`src/rtl/imem_loader_pkg.sv`:
```
`default_nettype none
// ============================================================================
//  Module   : imem_loader_pkg
//  Purpose  : Shared types and helpers for the imem write-side loader:
//             loader state encoding, word geometry and big-endian byte-lane
//             selection (bit 0 of a word is its MSB, as in imem/dmem).
//  Revision : 1.0  initial release
// ============================================================================
package imem_loader_pkg;

    localparam int BYTES_PER_WORD = 4;

    typedef enum logic [2:0] {
        ST_IDLE  = 3'd0,
        ST_LOAD  = 3'd1,
        ST_WRITE = 3'd2,
        ST_DONE  = 3'd3,
        ST_ERR   = 3'd4
    } load_state_t;

    // Byte lane idx of a [0:31] word; lane 0 is bits [0:7], the MSB byte, so
    // lanes written to a..a+3 read back as {mem[a],mem[a+1],mem[a+2],mem[a+3]}.
    function automatic logic [0:7] byte_lane(input logic [0:31] word,
                                             input logic [1:0]  idx);
        return word[{idx, 3'b000} +: 8];
    endfunction

endpackage
`default_nettype wire

```
`src/rtl/imem_loader.sv`:
```
`default_nettype none
// ============================================================================
//  Module   : imem_loader
//  Purpose  : Accepts a stream of 32-bit instruction words and writes each one
//             big-endian, one byte per cycle, into the imem byte array.
//             Checks alignment of the start address and the physical range of
//             every word before writing it.
//  Revision : 1.0  initial release
// ============================================================================
module imem_loader
    import imem_loader_pkg::*;
#(
    parameter int unsigned SIZE   = 4096,
    parameter logic [31:0] OFFSET = 32'h0000_0000,
    parameter int          CNTW   = 16
) (
    input  logic            clk,
    input  logic            reset,
    input  logic            start,
    input  logic [0:31]     base_addr,
    input  logic [CNTW-1:0] word_count,
    input  logic            in_valid,
    output logic            in_ready,
    input  logic [0:31]     in_word,
    output logic            wr_en,
    output logic [0:31]     wr_addr,
    output logic [0:7]      wr_data,
    output logic            busy,
    output logic            done,
    output logic            error
);

    // Highest legal physical byte address, widened so phys+3 cannot wrap.
    localparam logic [32:0] c_LAST_ADDR = 33'(SIZE) - 33'd1;

    load_state_t     r_state;
    logic [31:0]     r_phys;
    logic [CNTW-1:0] r_count;
    logic [1:0]      r_byte;
    logic [0:31]     r_word;

    logic [31:0]     w_phys_start;
    logic            w_misaligned;
    logic            w_out_of_range;
    logic            w_accept;
    logic [1:0]      w_next_byte;
    logic            w_last_word;

    // A logical address below OFFSET wraps to a huge physical address, which
    // the 33-bit range check below then rejects.
    assign w_phys_start   = base_addr - OFFSET;
    assign w_misaligned   = base_addr[30] | base_addr[31];
    assign w_out_of_range = ({1'b0, r_phys} + 33'd3) > c_LAST_ADDR;
    assign w_accept       = in_valid & in_ready;
    assign w_next_byte    = r_byte + 2'd1;
    assign w_last_word    = (r_count == CNTW'(1));

    // Load sequencer: state, counters and all registered outputs.
    always_ff @(posedge clk or posedge reset) begin
        if (reset) begin
            r_state  <= ST_IDLE;
            r_phys   <= 32'd0;
            r_count  <= '0;
            r_byte   <= 2'd0;
            r_word   <= 32'd0;
            in_ready <= 1'b0;
            wr_en    <= 1'b0;
            wr_addr  <= 32'd0;
            wr_data  <= 8'd0;
            busy     <= 1'b0;
            done     <= 1'b0;
            error    <= 1'b0;
        end else begin
            case (r_state)
                ST_IDLE: begin
                    done <= 1'b0;
                    if (start) begin
                        r_phys  <= w_phys_start;
                        r_count <= word_count;
                        if (w_misaligned) begin
                            r_state <= ST_ERR;
                            error   <= 1'b1;
                        end else if (word_count == '0) begin
                            r_state <= ST_DONE;
                            error   <= 1'b0;
                            done    <= 1'b1;
                        end else begin
                            r_state  <= ST_LOAD;
                            error    <= 1'b0;
                            in_ready <= 1'b1;
                            busy     <= 1'b1;
                        end
                    end
                end

                ST_LOAD: begin
                    if (w_accept) begin
                        in_ready <= 1'b0;
                        if (w_out_of_range) begin
                            // Word is dropped; nothing reaches the write port.
                            r_state <= ST_ERR;
                            busy    <= 1'b0;
                            error   <= 1'b1;
                        end else begin
                            r_state <= ST_WRITE;
                            r_word  <= in_word;
                            r_byte  <= 2'd0;
                            wr_en   <= 1'b1;
                            wr_addr <= r_phys;
                            wr_data <= byte_lane(in_word, 2'd0);
                        end
                    end
                end

                ST_WRITE: begin
                    if (r_byte == 2'd3) begin
                        // Last lane is on the port this cycle; step to next word.
                        wr_en   <= 1'b0;
                        r_phys  <= r_phys + 32'(BYTES_PER_WORD);
                        r_count <= r_count - CNTW'(1);
                        if (w_last_word) begin
                            r_state <= ST_DONE;
                            busy    <= 1'b0;
                            done    <= 1'b1;
                        end else begin
                            r_state  <= ST_LOAD;
                            in_ready <= 1'b1;
                        end
                    end else begin
                        r_byte  <= w_next_byte;
                        wr_addr <= r_phys + {30'd0, w_next_byte};
                        wr_data <= byte_lane(r_word, w_next_byte);
                    end
                end

                ST_DONE: begin
                    done    <= 1'b0;
                    r_state <= ST_IDLE;
                end

                ST_ERR: begin
                    // error stays set until the next accepted start.
                    r_state <= ST_IDLE;
                end

                default: begin
                    r_state  <= ST_IDLE;
                    in_ready <= 1'b0;
                    wr_en    <= 1'b0;
                    busy     <= 1'b0;
                    done     <= 1'b0;
                end
            endcase
        end
    end

endmodule
`default_nettype wire
```
`config.mk`:
```
export PLATFORM = sky130hd
export DESIGN_NAME = imem_loader
export DESIGN_NICKNAME = d
export VERILOG_FILES = /design/src/rtl/imem_loader_pkg.sv /design/src/rtl/imem_loader.sv
export SDC_FILE = /design/constraint.sdc
export NUM_CORES = 1
export LEC_CHECK = 0
export CORE_MARGIN = 3
export CORE_UTILIZATION = 40
export DETAILED_ROUTE_END_ITERATION = 12
export GPL_TIMING_DRIVEN = 0
export HOLD_SLACK_MARGIN = 0.12
export SETUP_SLACK_MARGIN = 0.15
export SYNTH_ARGS = -nofsm -noshare
export SYNTH_HDL_FRONTEND = slang
export SYNTH_SLANG_ARGS = --single-unit
```
`constraint.sdc`:
```
create_clock -name clk -period 12.6 [get_ports clk]
set_clock_uncertainty 0.1 [all_clocks]
set_input_delay 1.89 -clock clk [delete_from_list [all_inputs] [get_ports clk]]
set_output_delay 1.89 -clock clk [all_outputs]
set_load 0.005 [all_outputs]
```
==> flow_metrics.py, run 1 <==
metrics = {
    "run_status": {
        "status": "completed",
    },
    "clock_tree": {
        "cts_tree": "done",
        "cts_sinks": 130,
        "tritoncts.num_buffers": 17,
        "clock_path_buffers": 2,
        "cts-root-buf": "clkbuf_16",
        "hold_buffers": 0,
        "clk_pin_slew_ns": 0.06,
        "cts.repair.resized": 0,
        "cts_setup_buffers": 0,
        "worst_skew_pair.late_latency_ns": 0.43,
        "h-tree-depth": 4,
    },
    "logic_synthesis": {
        "async_flop_share_pct": 100.0,
        "ys_types": 67,
        "synth-edff-count": 0,
        "yosysWarnings": 0,
        "syn-cell-area_sq_um": 8000,
        "ys.flop_type": "dfrtp_1",
        "synthesis.nets": 956,
        "syn_inst": 863,
        "ys_seq_area_share_pct": 40.66,
        "synth_seq_cells": 130,
        "syn_area_per_cell_sq_um": 9.270,
    },
    "sta": {
        "hold_viol_final": 0,
        "setup-tns-final_ns": 0,
        "rsz0062_at_grt": "false",
        "finalCriticalPeriod_ns": 4.275,
        "setup_violations": 0,
        "tightest_slew_ns": 1.182,
        "finalCritPeriodShare_pct": 33.93,
        "relSlewSlack_pct": 20.49,
        "max_freq_mhz": 233.9,
        "maxSlewViolCount": 0,
    },
    "grt": {
        "globalRouteTotalUtil_pct": 24.19,
        "grt-ovfl-total": 0,
        "grt_pass1_vias": 7066,
        "grt_pass1_wl_um": 40700,
        "grt_max_degree": 72,
        "antenna_found_initial": 0,
    },
    "worst_setup_path": {
        "worstPathMaxFanout": 10,
        "crit_path_start_kind": "register",
        "end_kind": "register",
        "cp_data_required_time_ns": 12.80,
        "ff2ff_path_depth": 10,
        "crit_arrival_ns": 4.47,
        "crit_type": "register to register",
    },
    "drt": {
        "vias": 7139,
        "drc_errors": 0,
        "drtAntennaViolNets": 0,
        "totalWireLength_um": 26000,
        "viasPerCell": 5.538,
        "routedWlPerCell_um": 20.17,
        "dr.pass1.iters": 5,
        "drt_iter0_drc": 572,
    },
    "final_layout": {
        "nFillCells": 1889,
        "multi_input_area_sq_um": 4323,
        "nNetsFinal": 1104,
        "regArea_sq_um": 3253,
        "layout_common_cells": "dfrtp_1, clkdlybuf4s50_1, nand2_1",
        "n_antenna_cell": 0,
        "fin_cells": 1289,
        "layout_commonest_cell": "dfrtp_1",
        "drive_gt1_share_pct": 14.94,
        "area_growth_pct": 27.79,
    },
    "pwr": {
        "pwr-share-clk_pct": 28.9,
        "irDropWorstVdd_uv": 100.8,
        "switching_share_pct": 39.99,
        "p_int_mw": 1.021,
        "p_total_mw": 1.702,
        "comb_power_share_pct": 38.0,
        "net-switching-power_mw": 0.6808,
        "p_leak_nw": 4.274,
        "powerDensity_nw_per_um2": 166.5,
        "seq_power_share_pct": 33.1,
    },
    "floorplanning": {
        "pin_count": 129,
        "coreArea_sq_um": 19530,
        "num_rows": 51,
        "die-area_sq_um": 21730,
        "start_util_pct": 40.97,
        "fp.dieW_um": 147.4,
        "dieHeight_um": 147.4,
    },
    "placement": {
        "io_buffer_count": 128,
        "dp_hpwl_um": 18800,
        "dpl.cell_count": 1257,
        "gp_congestion": 0.9221,
    },
    "hold_path": {
        "hold_depth": 1,
        "hold_path.class": "register to register",
    },
    "flow_run": {
        "drv_cap": 0,
    },
}
-- state kept, by name (all words and copies together) (netlist names), 2 cells and up --
register  cells
wr_addr      32
r_phys       32
r_word       32
r_count      16
wr_data       8
r_byte        2
r_state       3
-- kinds of logic (layout without fill, tap and decap cells) --
family / count (synthesis) / count (layout) / share of synthesized area [%]
and+or+nand+nor: 328 / 328 / 19.78
AOI/OAI and AO/OA: 181 / 181 / 13.53
muxes: 86 / 86 / 14.51
DFF: 130 / 130 / 40.66
adders and majority gates: 9 / 9 / 1.501
buffers and inverters: 86 / 247 / 5.302
xor gates and xnor gates: 43 / 43 / 4.708
-- layout make-up --
| type | instances | share of cell area, % |
|---|---|---|
| Clock inverter | 13 | 1.224 |
| Clock buffer | 19 | 4.430 |
| Tap cell | 265 | 3.243 |
| Inverter | 16 | 0.6364 |
| Timing Repair Buffer | 129 | 12.80 |
| Sequential cell | 130 | 31.82 |
| Buffer | 70 | 3.561 |
| Multi-Input combinational cell | 647 | 42.28 |
-- routing by layer --
metal  global-route usage [%]  share of wire [%]  routed length [um]
met3                    6.131                8.1                2104
met1                    33.39                 44               11500
met2                    37.81                 46               11850
met5                        0                  0                   0
met4                    7.409                2.1                 539
-- power by group through the flow --
| stage | clock network, mW | logic [mW] | registers [mW] |
|---|---|---|---|
| after detailed placement | 0 | 0.635 | 0.568 |
| after floorplan | 0 | 0.448 | 0.550 |
| final | 0.492 | 0.647 | 0.563 |
| after CTS | 0.500 | 0.639 | 0.562 |
| after global routing | 0.517 | 0.710 | 0.574 |
| after global placement | 0 | 0.629 | 0.568 |
-- final timing paths --
check                           start         end  slack, ns
max in group asynchronous       reset  r_phys[13]       9.83
hold / removal             wr_addr[5]  wr_addr[5]       0.38
min in group asynchronous       reset  wr_data[4]       1.80
hold reg to reg            wr_addr[5]  wr_addr[5]       0.38
setup reg to reg            r_phys[4]  wr_data[6]       8.33
setup / recovery            r_phys[4]  wr_data[6]       8.33
-- synth_stat cells (16+ instances only) --
cell type	n	area share, %
xnor2_1	25	2.7
mux2_2	36	5.1
a21oi_1	70	4.4
nand2_1	99	4.6
inv_1	16	0.75
clkbuf_1	37	1.7
mux2_4	28	5.3
nor2_1	98	4.6
nor4_1	16	1.3
dfrtp_1	130	41
o21ai_0	53	3.3
buf_2	18	1.1
nand3_1	34	2.1
nor3_1	18	1.1
xor2_1	18	2.0
-- through the flow --
| step | util, % | worst slack (ns) | hold slack (ns) | instance area (sq um) |
|---|---|---|---|---|
| after floorplan | - | 7.141 | 0.3695 | 8000 |
| after global placement | 49.23 | 5.110 | 0.3690 | 9613 |
| after detailed placement | 49.40 | 8.239 | 0.3751 | 9646 |
| after CTS | 52.36 | 8.310 | 0.3890 | 10220 |
| after global routing | 52.36 | 8.154 | 0.3959 | 10220 |
| final | 52.36 | 8.325 | 0.3815 | 10220 |
-- critical path, stage by stage (launching register included) --
cell and delay (ns):
dfrtp_1 0.32, buf_2 0.23, nand4_1 0.15, nor4_1 1.01
nand3_1 0.21, xnor2_1 0.19, a211oi_1 0.21, nand4_1 0.44
o41ai_4 0.66, buf_6 0.27, mux2_1 0.34
(Power assumes the default switching activity.)
==> inputs of run 2 (changes only) <==
clock period = 4.3 ns   (was 12.6 ns; I/O delays follow)
==> run 2 against run 1 <==
Largest cell class unchanged. Via count up 0.64%. Maximum frequency up 7.2%. Die area unchanged. Highest routed layer unchanged. Critical endpoint is now wr_addr[4].
==> flow_metrics.py, run 2 (synthesis results as in run 1) <==
metrics = {
    "clock_tree": {
        "cts_sinks": 130,
        "hold_buffers": 0,
        "clk_pin_slew_ns": 0.06,
        "worst_skew_pair.late_latency_ns": 0.42,
        "clock_path_buffers": 2,
        "h-tree-depth": 4,
        "tritoncts.num_buffers": 17,
        "cts-root-buf": "clkbuf_16",
        "cts_tree": "done",
    },
    "worst_setup_path": {
        "crit_path_start_kind": "register",
        "crit_type": "register to register",
        "r2r-end": "wr_addr[4]",
        "ff2ff_path_depth": 12,
        "r2r-start": "r_phys[2]",
        "worstPathMaxFanout": 10,
        "end_kind": "register",
        "cp_data_required_time_ns": 4.50,
        "crit_arrival_ns": 4.18,
        "worstSetupEndpoint": "wr_addr[4]",
        "rrSetupSlack_ns": 0.31,
        "critPathLaunch": "r_phys[2]",
    },
    "drt": {
        "drtAntennaViolNets": 0,
        "totalWireLength_um": 25670,
        "viasPerCell": 5.561,
        "vias": 7185,
        "drt_iter0_drc": 463,
        "drc_errors": 0,
        "dr.pass1.iters": 5,
        "routedWlPerCell_um": 19.87,
    },
    "grt": {
        "grt_use_met2_pct": 36.71,
        "grt_pass1_vias": 7064,
        "use_met1_pct": 33.32,
        "grt_pass1_wl_um": 40730,
        "grt_max_degree": 42,
        "globalRouteTotalUtil_pct": 23.98,
        "met3_usage_pct": 6.683,
        "grt-ovfl-total": 0,
        "antenna_found_initial": 0,
        "busiest_layer": "met2",
    },
    "sta": {
        "setup-tns-final_ns": 0,
        "max_freq_mhz": 250.9,
        "relSlewSlack_pct": 40.37,
        "hold_viol_final": 0,
        "setup_violations": 0,
        "maxSlewViolCount": 0,
        "finalCritPeriodShare_pct": 92.69,
        "tightest_slew_ns": 0.8876,
        "finalCriticalPeriod_ns": 3.986,
        "rsz0062_at_grt": "false",
    },
    "final_layout": {
        "fin_cells": 1292,
        "area_growth_pct": 29.01,
        "layout_commonest_cell": "dfrtp_1",
        "layout_common_cells": "dfrtp_1, clkdlybuf4s50_1, nand2_1",
        "drive_gt1_share_pct": 15.48,
        "n_antenna_cell": 0,
        "nFillCells": 1856,
        "top_regs": "r_phys (32), r_word (32), wr_addr (32)",
        "nNetsFinal": 1109,
    },
    "run_status": {
        "status": "completed",
    },
    "floorplanning": {
        "num_rows": 51,
        "fp.dieW_um": 147.4,
        "die-area_sq_um": 21730,
        "dieHeight_um": 147.4,
        "start_util_pct": 40.97,
        "coreArea_sq_um": 19530,
        "pin_count": 129,
    },
    "pwr": {
        "p_leak_nw": 4.322,
        "powerDensity_nw_per_um2": 490.2,
        "irDropWorstVdd_uv": 273.9,
    },
    "placement": {
        "gp_congestion": 0.9142,
        "dpl.cell_count": 1259,
        "io_buffer_count": 128,
        "dp_hpwl_um": 18820,
    },
    "flow_run": {
        "drv_cap": 0,
    },
    "hold_path": {
        "holdCritStartpoint": "wr_addr[1]",
        "hold_path.class": "register to register",
    },
}
-- run 2: changes by cell type in the layout (fill, tap and decap cells not counted), moves of 2 or more --
cell,before,now
inv_6,5,1
buf_4,1,4
buf_12,0,3
bufinv_16,1,3
clkinv_4,1,4
-- run 2: area by class of cell --
class	instances	area, sq um	area share [%]
Buffer	70	364.1	3.528
Clock buffer	18	439.2	4.255
Clock inverter	12	158.9	1.540
Inverter	16	63.81	0.6183
Multi-Input combinational cell	647	4345	42.10
Sequential cell	130	3254	31.53
Tap cell	265	331.6	3.213
Timing Repair Buffer	134	1364	13.21
-- run 2: metal layers --
layer / share of wire, % / vias to the layer above
li1: - / 3384
met1: 45 / 3500
met5: 0 / -
met4: 2.1 / 0
met2: 45 / 268
met3: 8.1 / 33
-- run 2: repair_timing --
| action | in CTS | in global routing |
|---|---|---|
| buffers inserted | 1 | 2 |
| resized for setup | 0 | 5 |
| cloned | 0 | 0 |
| endpoints found under the setup margin | 39 | 69 |
| pin swaps | 1 | 2 |
-- run 2: stage by stage --
| stage | utilization (%) | power [mW] | setup slack (ns) | instance area, sq um | hold slack [ns] |
|---|---|---|---|---|---|
| 2_1_floorplan | - | 2.927 | 0.7225 | 8004 | 0.3695 |
| 3_3_place_gp | 49.25 | 3.509 | 0.09848 | 9617 | 0.3677 |
| 3_5_place_dp | 49.56 | 3.523 | 0.07832 | 9677 | 0.3737 |
| 4_1_cts | 52.66 | 5.032 | 0.1780 | 10280 | 0.3863 |
| 5_1_grt | 52.86 | 5.377 | 0.1788 | 10320 | 0.3938 |
| 6_report | 52.86 | 5.059 | 0.3141 | 10320 | 0.3798 |
-- run 2: worst min path at each step --
| stage | end | slack, ns | cells after the start |
|---|---|---|---|
| floorplan | r_count[15] | 0.37 | 2 |
| global placement | wr_addr[1] | 0.37 | 1 |
| detailed placement | wr_addr[1] | 0.37 | 1 |
| CTS | wr_addr[1] | 0.39 | 1 |
| global route | wr_data[5] | 0.39 | 1 |
| finish | wr_addr[1] | 0.38 | 1 |
-- run 2: power breakdown --
group | internal, mW | switching, mW
clock | 0.923 | 0.572
sequential | 1.46 | 0.193
combinational | 0.713 | 1.20
total | 3.10 | 1.96
-- run 2: critical path: stages, from the launching register on --
cell	delay (ns)
dfrtp_1	0.35
ha_2	0.27
nand3_4	0.16
or4_1	0.54
buf_2	0.20
nor4b_2	0.30
xnor2_1	0.19
nand4_1	0.13
or4_4	0.51
o41ai_4	0.35
buf_4	0.22
buf_6	0.19
mux2_1	0.34
